===== src/rtl/note_sequencer.sv =====
// note_sequencer: steps through a note ROM and plays each entry as a square wave.
// Ports:
//   CLOCK_50          - sole clock, rising edge
//   resetn            - asynchronous active-low reset
//   start/stop        - begin playback from IDLE or DONE / abort back to IDLE (stop wins)
//   loop_en           - wrap to address 0 after LAST_ADDR instead of finishing
//   rom_addr, rom_q   - note ROM address out, half-period data in (one-cycle latency)
//   audio_out_allowed - output FIFO has space
//   write_audio_out   - sample write strobe
//   left/right_sample - signed square-wave samples (identical)
//   busy, done        - status: playing (FETCH/LOAD/PLAY) / finished
module note_sequencer #(
    parameter int ADDR_W       = 10,
    parameter int PERIOD_W     = 20,
    parameter int LAST_ADDR    = 252,
    parameter int TEMPO_SWITCH = 197,
    parameter int TEMPO_SLOW   = 9200000,
    parameter int TEMPO_FAST   = 7800000,
    parameter int AMPLITUDE    = 1000000000
) (
    input  logic                 CLOCK_50,
    input  logic                 resetn,
    input  logic                 start,
    input  logic                 stop,
    input  logic                 loop_en,
    output logic [ADDR_W-1:0]    rom_addr,
    input  logic [PERIOD_W-1:0]  rom_q,
    input  logic                 audio_out_allowed,
    output logic                 write_audio_out,
    output logic signed [31:0]   left_sample,
    output logic signed [31:0]   right_sample,
    output logic                 busy,
    output logic                 done
);
    typedef enum logic [2:0] {IDLE, FETCH, LOAD, PLAY, DONE} state_t;
    localparam logic [26:0]        SLOW   = 27'(TEMPO_SLOW);
    localparam logic [26:0]        FAST   = 27'(TEMPO_FAST);
    localparam logic [ADDR_W-1:0]  LAST   = ADDR_W'(LAST_ADDR);
    localparam logic [ADDR_W-1:0]  SWITCH = ADDR_W'(TEMPO_SWITCH);
    localparam logic signed [31:0] AMP    = 32'(AMPLITUDE);
    state_t              state_q, state_d;
    logic [ADDR_W-1:0]   addr_q, addr_d;
    logic [26:0]         len_q, len_d, note_cnt_q, note_cnt_d;
    logic [PERIOD_W-1:0] half_cnt_q, half_cnt_d, period_q, period_d;
    logic                phase_q, phase_d, note_end;
    logic signed [31:0]  sample;
    always_ff @(posedge CLOCK_50 or negedge resetn) begin
        if (!resetn) begin
            state_q    <= IDLE;
            addr_q     <= '0;
            len_q      <= SLOW;
            note_cnt_q <= '0;
            half_cnt_q <= '0;
            period_q   <= '0;
            phase_q    <= 1'b0;
        end else begin
            state_q    <= state_d;
            addr_q     <= addr_d;
            len_q      <= len_d;
            note_cnt_q <= note_cnt_d;
            half_cnt_q <= half_cnt_d;
            period_q   <= period_d;
            phase_q    <= phase_d;
        end
    end
    assign note_end = (state_q == PLAY) && (note_cnt_q == len_q - 27'd1);
    always_comb begin
        state_d    = state_q;
        addr_d     = addr_q;
        len_d      = len_q;
        note_cnt_d = note_cnt_q;
        half_cnt_d = half_cnt_q;
        period_d   = period_q;
        phase_d    = phase_q;
        case (state_q)
            IDLE, DONE: if (start) begin
                state_d = FETCH;
                addr_d  = '0;
                len_d   = SLOW;
            end
            FETCH: state_d = LOAD;
            LOAD: begin
                state_d    = PLAY;
                period_d   = rom_q;
                note_cnt_d = '0;
                half_cnt_d = '0;
                phase_d    = 1'b0;
            end
            PLAY: begin
                note_cnt_d = note_cnt_q + 27'd1;
                half_cnt_d = (half_cnt_q == period_q) ? '0 : half_cnt_q + 1'b1;
                phase_d    = (half_cnt_q == period_q) ? ~phase_q : phase_q;
                if (note_end) begin
                    // Tempo switch is independent of the wrap/finish decision below.
                    if (addr_q == SWITCH) len_d = FAST;
                    if (addr_q < LAST) begin
                        addr_d  = addr_q + 1'b1;
                        state_d = FETCH;
                    end else if (loop_en) begin
                        addr_d  = '0;
                        len_d   = SLOW;
                        state_d = FETCH;
                    end else begin
                        state_d = DONE;
                    end
                end
            end
            default: state_d = IDLE;
        endcase
        if (stop) begin
            state_d = IDLE;
            addr_d  = '0;
        end
    end
    assign sample          = (state_q != PLAY || period_q == '0) ? '0 : (phase_q ? AMP : -AMP);
    assign left_sample     = sample;
    assign right_sample    = sample;
    assign write_audio_out = (state_q == PLAY) && audio_out_allowed;
    assign rom_addr        = addr_q;
    assign busy            = (state_q == FETCH) || (state_q == LOAD) || (state_q == PLAY);
    assign done            = (state_q == DONE);
endmodule


===== config.mk =====
export PLATFORM = sky130hd
export DESIGN_NAME = note_sequencer
export DESIGN_NICKNAME = d
export VERILOG_FILES = /design/src/rtl/note_sequencer.sv
export SDC_FILE = /design/constraint.sdc
export NUM_CORES = 1
export LEC_CHECK = 0
export ABC_AREA = 1
export ABC_CLOCK_PERIOD_IN_PS = 7140
export BUFFER_PORTS_ARGS = -buffer_cell sky130_fd_sc_hd__buf_2
export CAP_MARGIN = 20
export CORE_UTILIZATION = 25
export DETAILED_ROUTE_END_ITERATION = 7
export PLACE_DENSITY_LB_ADDON = 0.25
export SLEW_MARGIN = 20
export SYNTH_ARGS = -nofsm -noshare
export SYNTH_HDL_FRONTEND = slang
export SYNTH_SLANG_ARGS = --single-unit

===== constraint.sdc =====
create_clock -name CLOCK_50 -period 7.14 [get_ports CLOCK_50]
set_clock_uncertainty 0.1 [all_clocks]
set_input_delay 0.714 -clock CLOCK_50 [delete_from_list [all_inputs] [get_ports CLOCK_50]]
set_output_delay 0.714 -clock CLOCK_50 [all_outputs]
set_load 0.05 [all_outputs]

==> out/qor.yml <==
tightest_slew_ns: 1.09
boundaryPins: 103
postCtsSetupBuffers: 0
cts-resized-gates: 0
critPathKind: "flip-flop to output port"
drcViolationCount: 0
r2r-end: "rom_addr[1]"
r2r_cells: 18
cp_slowest_cell: "or4_1"
cts_max_level: 3
min_period_over_period: 0.471
critPathLaunch: "period_q[0]"
cts-root-buf: "clkbuf_16"
routed_wl_mm: 19.6
crit_required_ns: 6.33
drive_gt1_frac: 0.157
cp_max_fo: 20
core_um2: 28800
synth_mux_area_frac: 0.0198
slew_headroom: 0.274
grt_pass1_wl_mm: 32.8
post-route-min-period_ns: 3.36
grt_pass1_vias: 6186
synth_adder_area_share: 0.00851
synth_top_family_by_area: "simple AND/OR/NAND/NOR gates"
tns_ns: 0
multi_input_area_um2: 3680
wl_per_cell_um: 13.8
drv_cap: 0
ys_async_sr_fraction: 1.00
dr.first_iter.drc_count: 333
reg2reg_setup_slack_ns: 4.03
critPathMaxStageDelay_ns: 0.53
place_congestion: 0.940
start_util: 0.255
avgSynthCellArea_um2: 7.35
max_freq_mhz: 298
setup_ws_ns: 3.78
syn_to_final_growth_pct: 10.3
fp.dieArea_um2: 30100
hold_viol: 0
cts_tree: "yes"
syn_area_um2: 7350
rsz0062_at_grt: "no"
final_antenna_net_count: 0
synth_simple_gate_area_frac: 0.309
grt_usage: 0.135
numPortBuffers: 84
run_status: "finished clean"
vdd_drop_max_mv: 0.136
die-height_um: 173
leakagePower_nw: 3.76
ys_types: 51
dp_hpwl_mm: 14.6
synth-compound-area-share: 0.0947
clockBufferDepth: 2
synth_cells: 1000
fin_nets: 1063
firstDrtPassIters: 5
dp.cells: 1405
ys.flop_type: "dfrtp_1"
crit-reg2reg-launch: "len_q[17]"
clock-sinks: 108
cts_made_buffers: 9
vias: 6370
setup_viol: 0
worstHoldPathType: "input port to asynchronous set/reset pin"
seq_area_frac_synth: 0.369
antenna_found_initial: 0
clk_pin_slew_ns: 0.09
n_fill_cell: 3169
synth_xor_area_frac: 0.0579
path_cells: "or4_1 -> nor4_1 -> nand4_1 -> nand2_1 -> inv_1 -> nand2_1 -> inv_1 -> buf_2"
cp.arrival_ns: 2.55
synth_edf_count: 0
ys_seq_elements: 108
ys.warnings.count: 0
regArea_um2: 2710
powerDensity_nw_per_um2: 265
die_w_um: 173
drv_slew: 0
overflow: 0
grt_max_degree: 79
avgViaCountPerCell: 4.48
clock_latency_ns: 0.37
instances_no_fill: 1421
cp-end-kind: "output port"
num_rows: 62
cts_hold_buf: 0
num_antenna_cells: 0
startpoint_type: "flip-flop"
pre_cts_ws_ns: 3.95
## final cells by class
type | count | share of cell area
sequential | 108 | 0.335
multi-input combinational | 701 | 0.454
clock inverter | 7 | 0.00957
clock buffer | 9 | 0.0278
inverter | 122 | 0.0568
timing repair buffer | 90 | 0.0582
tap | 384 | 0.0593
## power breakdown
group,internal (mW),leakage (nW),switching [mW]
logic,0.231,2.19,0.585
clock network,0.251,0.146,0.273
registers,0.714,1.43,0.0972
## registers in the layout, indices dropped and copies added, names as in the netlist
signal      flops
rom_addr       10
phase_q         1
half_cnt_q     20
len_q          27
note_cnt_q     27
state_q         3
period_q       20
## worst max-delay path, delay by kind of cell, from the launching register on
family / cells / cell delay (ns)
buffers and inverters: 3 / 0.54
and+or+nand+nor: 5 / 1.24
DFF: 1 / 0.39
## routing by layer
metal,vias up,global-route usage,share of wire
met2,115,0.220,0.47
li1,3253,-,-
met3,20,0.0197,0.033
met1,2982,0.185,0.48
met4,0,0.0391,0.014
met5,-,0,0
## cell usage in the layout (no fill, tap or decap), types with 7 or more instances in the layout
master / instances
nor3_1: 25
nand4_1: 20
nor4_1: 8
nand3b_1: 7
conb_1: 18
nor2_1: 97
a41oi_1: 13
mux2_2: 12
o22ai_1: 20
nor2_2: 15
o21ai_0: 27
xnor2_1: 17
buf_2: 83
xor2_1: 29
nand3_1: 78
nand2_1: 241
inv_1: 114
dfrtp_1: 101
a21oi_1: 20
clkbuf_16: 9
dfstp_2: 7
## stage by stage
| step | hold slack, ns | utilization | total power [mW] | cell area, um2 |
|---|---|---|---|---|
| 2_1_floorplan | 0.318 | - | 1.48 | 7410 |
| 3_3_place_gp | 0.385 | 0.271 | 1.65 | 7800 |
| 3_5_place_dp | 0.390 | 0.271 | 1.65 | 7800 |
| 4_1_cts | 0.175 | 0.281 | 2.18 | 8100 |
| 5_1_grt | 0.203 | 0.282 | 2.29 | 8110 |
| 6_report | 0.172 | 0.282 | 2.15 | 8110 |
## Yosys cell counts, types with 17 or more instances
master | number | area, um2
nand2_1 | 241 | 905
inv_1 | 114 | 428
dfrtp_1 | 101 | 2530
nor2_1 | 99 | 372
nand3_1 | 78 | 390
buf_4 | 62 | 465
xor2_1 | 29 | 254
o21ai_0 | 27 | 135
nor3_1 | 25 | 125
a21oi_1 | 20 | 100
nand4_1 | 20 | 125
o22ai_1 | 20 | 125
xnor2_1 | 17 | 149
## worst max path at each step
stage	endpoint	cells past startpoint	slack (ns)
after detailed placement	right_sample[14]	5	3.95
final	right_sample[22]	8	3.78
after CTS	right_sample[14]	5	3.53
after global routing	right_sample[16]	8	3.50
after floorplan	left_sample[14]	5	3.42
after global placement	rom_addr[2]	20	4.01
## cell families after synthesis
| kind of cell | Yosys count |
|---|---|
| compound gates | 108 |
| xor+xnor | 47 |
| fa+ha+maj | 5 |
| buf+inv | 208 |
| flops | 108 |
| mux | 13 |
| other cells | 1 |
| simple gates | 510 |
(Power assumes the default switching activity.)
